## config.mk

```make
export PLATFORM = sky130hd
export DESIGN_NAME = dds_key_ctrl
export DESIGN_NICKNAME = d
export VERILOG_FILES = /design/src/rtl/dds_key_ctrl.sv
export SDC_FILE = /design/constraint.sdc
export NUM_CORES = 1
export LEC_CHECK = 0
export ABC_AREA = 1
export BUFFER_PORTS_ARGS = -buffer_cell sky130_fd_sc_hd__buf_2
export CAP_MARGIN = 20
export CORE_UTILIZATION = 55
export CTS_CLUSTER_DIAMETER = 80
export DETAILED_ROUTE_END_ITERATION = 16
export GPL_ROUTABILITY_DRIVEN = 0
export PLACE_DENSITY = 0.77
export SYNTH_ARGS = -nofsm -noshare
export SYNTH_HDL_FRONTEND = slang
export SYNTH_SLANG_ARGS = --single-unit
```

## constraint.sdc

```tcl
create_clock -name clk -period 3.1 [get_ports clk]
set_input_delay 0.31 -clock clk [delete_from_list [all_inputs] [get_ports clk]]
set_output_delay 0.31 -clock clk [all_outputs]
set_load 0.005 [all_outputs]
```

## src/rtl/dds_key_ctrl.sv

```systemverilog
// Key front end for the DDS generator: synchronises and debounces three active-low
// keys and steps the waveform select, frequency tuning word and phase offset word.
// Optional key1 auto-repeat is built when DDS_KEY_AUTO_REPEAT_EN is defined.
module dds_key_ctrl #(
  parameter int unsigned DEBOUNCE_CYC = 1_000_000,
  parameter logic [31:0] FREQ_BASE    = 32'd85899,
  parameter int unsigned FREQ_IDX_MAX = 7,
  parameter logic [11:0] PHASE_STEP   = 12'd1024
`ifdef DDS_KEY_AUTO_REPEAT_EN
  ,
  parameter int unsigned REPEAT_CYC   = 25_000_000
`endif
) (
  input  logic        clk,
  input  logic        rst_n,
  input  logic        key0_in,
  input  logic        key1_in,
  input  logic        key2_in,
  output logic [1:0]  wave_sel,
  output logic [31:0] freq_word,
  output logic [11:0] phase_word,
  output logic [2:0]  key_evt
);

  localparam int unsigned CNT_W = $clog2(DEBOUNCE_CYC + 1);
  localparam int unsigned IDX_W = (FREQ_IDX_MAX > 0) ? $clog2(FREQ_IDX_MAX + 1) : 1;
  localparam logic [CNT_W-1:0] CNT_ZERO = {CNT_W{1'b0}};
  localparam logic [CNT_W-1:0] CNT_LAST = CNT_W'(DEBOUNCE_CYC - 1);
  localparam logic [CNT_W-1:0] CNT_SAT  = {CNT_W{1'b1}};
  localparam logic [IDX_W-1:0] IDX_ZERO = {IDX_W{1'b0}};
  localparam logic [IDX_W-1:0] IDX_MAX  = IDX_W'(FREQ_IDX_MAX);

  typedef enum logic [1:0] {
    ST_IDLE    = 2'd0,
    ST_FILT_DN = 2'd1,
    ST_DOWN    = 2'd2,
    ST_FILT_UP = 2'd3
  } deb_state_e;

  // Counter never wraps: once at all-ones it stays there.
  function automatic logic [CNT_W-1:0] sat_inc(input logic [CNT_W-1:0] v);
    if (v == CNT_SAT) begin
      return v;
    end else begin
      return v + CNT_W'(1);
    end
  endfunction

  logic [2:0]       key_raw_s;
  logic [2:0]       sync1_q;
  logic [2:0]       sync_q;
  deb_state_e       state_q [3];
  deb_state_e       state_d [3];
  logic [CNT_W-1:0] cnt_q   [3];
  logic [CNT_W-1:0] cnt_d   [3];
  logic [2:0]       press_s;
  logic             rpt_s;

  logic [2:0]       key_evt_q, key_evt_d;
  logic [1:0]       wave_sel_q, wave_sel_d;
  logic [IDX_W-1:0] idx_q, idx_d;
  logic [31:0]      freq_word_q, freq_word_d;
  logic [11:0]      phase_word_q, phase_word_d;

  assign key_raw_s = {key2_in, key1_in, key0_in};

  // Two-stage synchroniser, preset to the released level.
  always_ff @(posedge clk or negedge rst_n) begin
    if (!rst_n) begin
      sync1_q <= 3'b111;
      sync_q  <= 3'b111;
    end else begin
      sync1_q <= key_raw_s;
      sync_q  <= sync1_q;
    end
  end

  // Per-key debounce next-state; press_s marks the FILT_DN -> DOWN transition.
  always_comb begin
    for (int k = 0; k < 3; k++) begin
      state_d[k] = state_q[k];
      cnt_d[k]   = cnt_q[k];
      press_s[k] = 1'b0;
      case (state_q[k])
        ST_IDLE: begin
          if (!sync_q[k]) begin
            state_d[k] = ST_FILT_DN;
            cnt_d[k]   = CNT_ZERO;
          end else begin
            state_d[k] = ST_IDLE;
          end
        end
        ST_FILT_DN: begin
          if (sync_q[k]) begin
            state_d[k] = ST_IDLE;
            cnt_d[k]   = CNT_ZERO;
          end else if (cnt_q[k] == CNT_LAST) begin
            state_d[k] = ST_DOWN;
            press_s[k] = 1'b1;
          end else begin
            cnt_d[k] = sat_inc(cnt_q[k]);
          end
        end
        ST_DOWN: begin
          if (sync_q[k]) begin
            state_d[k] = ST_FILT_UP;
            cnt_d[k]   = CNT_ZERO;
          end else begin
            state_d[k] = ST_DOWN;
          end
        end
        ST_FILT_UP: begin
          if (!sync_q[k]) begin
            state_d[k] = ST_DOWN;
          end else if (cnt_q[k] == CNT_LAST) begin
            state_d[k] = ST_IDLE;
            cnt_d[k]   = CNT_ZERO;
          end else begin
            cnt_d[k] = sat_inc(cnt_q[k]);
          end
        end
        default: begin
          state_d[k] = ST_IDLE;
          cnt_d[k]   = CNT_ZERO;
        end
      endcase
    end
  end

  // Debounce state and filter counters.
  always_ff @(posedge clk or negedge rst_n) begin
    if (!rst_n) begin
      for (int k = 0; k < 3; k++) begin
        state_q[k] <= ST_IDLE;
        cnt_q[k]   <= CNT_ZERO;
      end
    end else begin
      for (int k = 0; k < 3; k++) begin
        state_q[k] <= state_d[k];
        cnt_q[k]   <= cnt_d[k];
      end
    end
  end

`ifdef DDS_KEY_AUTO_REPEAT_EN
  localparam int unsigned RPT_W = $clog2(REPEAT_CYC + 1);
  localparam logic [RPT_W-1:0] RPT_ZERO = {RPT_W{1'b0}};
  localparam logic [RPT_W-1:0] RPT_LAST = RPT_W'(REPEAT_CYC - 1);

  logic [RPT_W-1:0] hold_q, hold_d;

  // Hold timer for key1: restarts after each repeat, cleared once the key leaves DOWN.
  always_comb begin
    hold_d = hold_q;
    rpt_s  = 1'b0;
    if ((state_q[1] == ST_DOWN) && (state_d[1] == ST_DOWN)) begin
      if (hold_q == RPT_LAST) begin
        hold_d = RPT_ZERO;
        rpt_s  = 1'b1;
      end else begin
        hold_d = hold_q + RPT_W'(1);
      end
    end else begin
      hold_d = RPT_ZERO;
    end
  end

  // Hold timer register.
  always_ff @(posedge clk or negedge rst_n) begin
    if (!rst_n) begin
      hold_q <= RPT_ZERO;
    end else begin
      hold_q <= hold_d;
    end
  end
`else
  assign rpt_s = 1'b0;
`endif

  // Control word updates, one cycle behind the event pulses.
  always_comb begin
    key_evt_d    = press_s | {1'b0, rpt_s, 1'b0};
    wave_sel_d   = wave_sel_q;
    idx_d        = idx_q;
    freq_word_d  = freq_word_q;
    phase_word_d = phase_word_q;
    if (key_evt_q[0]) begin
      wave_sel_d = wave_sel_q + 2'd1;
    end else begin
      wave_sel_d = wave_sel_q;
    end
    if (key_evt_q[1]) begin
      idx_d       = (idx_q == IDX_MAX) ? IDX_ZERO : idx_q + IDX_W'(1);
      freq_word_d = FREQ_BASE << idx_d;
    end else begin
      idx_d       = idx_q;
      freq_word_d = freq_word_q;
    end
    if (key_evt_q[2]) begin
      phase_word_d = phase_word_q + PHASE_STEP;
    end else begin
      phase_word_d = phase_word_q;
    end
  end

  // Output registers.
  always_ff @(posedge clk or negedge rst_n) begin
    if (!rst_n) begin
      key_evt_q    <= 3'b000;
      wave_sel_q   <= 2'd0;
      idx_q        <= IDX_ZERO;
      freq_word_q  <= FREQ_BASE;
      phase_word_q <= 12'd0;
    end else begin
      key_evt_q    <= key_evt_d;
      wave_sel_q   <= wave_sel_d;
      idx_q        <= idx_d;
      freq_word_q  <= freq_word_d;
      phase_word_q <= phase_word_d;
    end
  end

  assign key_evt    = key_evt_q;
  assign wave_sel   = wave_sel_q;
  assign freq_word  = freq_word_q;
  assign phase_word = phase_word_q;

endmodule

```

==> flow_summary.yaml <==
run_status:
  outcome: "complete, no violations"
worst_setup_path:
  end_kind: "flip-flop"
  r2r_end: "cnt_q[24]"
  cp.arrival_ns: 2.37
  reg2reg_slack_ns: 0.97
  worstSetupPathType: "reg2reg"
  r2r_cells: 11
  cp_slowest_cell: "dfrtp_1"
  crit_start: "cnt_q[20]"
  path_depth: 11
  cpMostUsedCell: "nand2_2"
  worstPathMaxFanout: 21
  cp-start-kind: "flip-flop"
  cpPeakStageDelay_ns: 0.46
  required_ns: 3.34
  worstPathCellList: "ha_1, nand2_2, nor2_8, nand2_2, nor2_4, nand3_2, nand2_2, nand2_2, clkinv_2, nand2_1, o21ai_1"
  crit_family: "simple AND/OR/NAND/NOR gates"
  r2r_start: "cnt_q[20]"
  critPathCapture: "cnt_q[24]"
  crit_buf_inv: 1
cts:
  path_clk_slew_ns: 0.08
  cts_buffers: 9
  ctsResizeCount: 0
  post_cts_buffers: 0
  holdBufCountCts: 0
  clockBufferDepth: 2
  tritoncts: "yes"
  h-tree-depth: 3
  clock_latency_ns: 0.36
  cts_num_sinks: 106
  cts_root_buf: "clkbuf_16"
global_route:
  grt_pass1_wl_um: 25670
  overflow: 0
  track_usage: 0.2506
  grt_start_max_net_pins: 71
  grt_pass1_vias: 5544
  antenna_found_initial: 0
yosys:
  ys_top_cells_by_count: "295 x nand2_1, 104 x nor2_1, 90 x dfrtp_1"
  async_flop_share: 1.000
  synth_seq_cells: 106
  netlist_area_um2: 6792
  yosys.cell_types.count: 46
  synth_top_area_frac: 0.3316
  yosysMostFrequentCell: "nand2_1"
  ys_seq_area_frac: 0.3935
  yosys_warnings: 0
  ys_top_cells_by_area: "dfrtp_1 33%, nand2_1 16%, dfstp_2 6.2%, nand3_1 6.1%, nor2_1 5.7%"
  avgSynthCellArea_um2: 7.248
  synth_ff_type: "dfrtp_1"
  synth_edf_count: 0
  syn_inst: 937
  yosysTopAreaCell: "dfrtp_1"
floorplan:
  die-area_um2: 12800
  row_count: 40
  design.core.area_um2: 12010
  dieWidth_um: 113.1
  io_pins: 54
  start_util: 0.5654
  die_y_um: 113.1
timing:
  tightest_slew_ns: 0.8488
  slew_headroom: 0.4341
  fin_skew_ns: 0.01225
  rsz0062_at_grt: "no"
  slew_violations: 0
  finalWorstSetupSlack_ns: 0.9687
  tns_ns: 0
  finalSetupViolations: 0
  fin_crit_sh: 0.6875
  fmax_mhz: 469.2
  layout_min_cycle_time_ns: 2.131
  hold_violations: 0
final_layout:
  antenna_cells: 0
  drive_above_1_share: 0.1407
  area_growth_pct: 7.572
  multi_input_area_um2: 3593
  final_util: 0.6082
  stdcell_count: 1121
  fillers: 1123
  num-nets-final: 985
  regArea_um2: 2673
detailed_routing:
  drtIter0Drc: 428
  vias: 5989
  drc: 0
  wl_per_cell_um: 13.13
  wl_um: 14720
  firstDrtPassIters: 4
  via_per_inst: 5.343
  ant_nets: 0
power:
  power_density_nw_per_um2: 443.9
  peakVddDrop_uv: 483.6
  power.leakage_nw: 3.731
  totalPowerFinal_mw: 3.243
place:
  dp_slack_ns: 0.9736
  port_buffers: 35
  dpl.cell_count: 1105
  place_hpwl_um: 10750
job:
  maxCapViolations: 0
min_path:
  hold_class: "in2reg"
==> report_power, final <==
| group | switching, mW | internal [mW] | total [mW] |
|---|---|---|---|
| clock network | 0.562 | 0.567 | 1.13 |
| logic | 0.437 | 0.147 | 0.584 |
| registers | 0.0846 | 1.45 | 1.53 |
| total | 1.08 | 2.16 | 3.24 |
==> how the worst min path moves through the flow <==
stage                 endpoint  depth (start not counted)        from
finish              sync1_q[2]                          1     key2_in
detailed placement   sync_q[0]                          0  sync1_q[0]
CTS                 sync1_q[2]                          1     key2_in
global route        sync1_q[0]                          1     key0_in
global placement     sync_q[0]                          0  sync1_q[0]
floorplan            async pin                          0       rst_n
==> layout by cell type, fill, tap and decap left out, drive strengths merged <==
master / instances
nand2: 316
nor2: 128
inv: 98
dfrtp: 90
nand3: 90
o21ai: 47
buf: 37
nand4: 32
o211ai: 18
conb: 18
dfstp: 16
nor3: 15
a21oi: 14
xor2: 11
ha: 11
clkbuf: 9
xnor2: 4
o22ai: 3
o21bai: 3
clkinv: 3
nand3b: 2
a22o: 2
and3: 1
o31ai: 1
nor3b: 1
o22a: 1
a221o: 1
a21o: 1
clkinvlp: 1
==> final cells by class <==
type | instances | area share
repair buffers | 37 | 0.02809
clock buffers | 9 | 0.03083
multi-input cells | 720 | 0.4919
well taps | 147 | 0.02518
inverters | 95 | 0.04932
flip-flops and latches | 106 | 0.3658
clock inverters | 7 | 0.008906
==> per-stage QoR <==
stage	cell area, um2	hold slack (ns)
after floorplan	6855	0.01441
after global placement	7015	0.3472
after detailed placement	7015	0.3470
after CTS	7306	0.03317
after global routing	7306	0.02517
final	7306	0.04693
==> metal layers <==
metal  vias up  track usage  share of wire
li1       3075            -              -
met1      2741       0.3326           0.47
met2       156       0.4094           0.46
met3        17      0.05517          0.056
met4         0      0.07895          0.014
met5         -            0              0
==> cell families (layout without fill, tap and decap cells) <==
family / Yosys count / count (layout) / synth area share
buffers and inverters: 128 / 148 / 0.08677
XOR/XNOR: 15 / 15 / 0.01934
other: 1 / 18 / 0.0005522
AND/OR/NAND/NOR: 585 / 585 / 0.4000
adder cells (fa/ha/maj): 11 / 11 / 0.02026
flip-flops: 106 / 106 / 0.3935
AO/OA/AOI/OAI: 91 / 91 / 0.07959
==> registers in the layout, summed over array words and instances (netlist names), named ones only <==
| name | cells |
|---|---|
| phase_word | 2 |
| key_evt | 3 |
| sync_q | 3 |
| sync1_q | 3 |
| wave_sel | 2 |
| freq_word | 24 |
| cnt_q | 60 |
| state_q | 3 |
| idx_q | 3 |
Power figures use the tool's default switching activity.
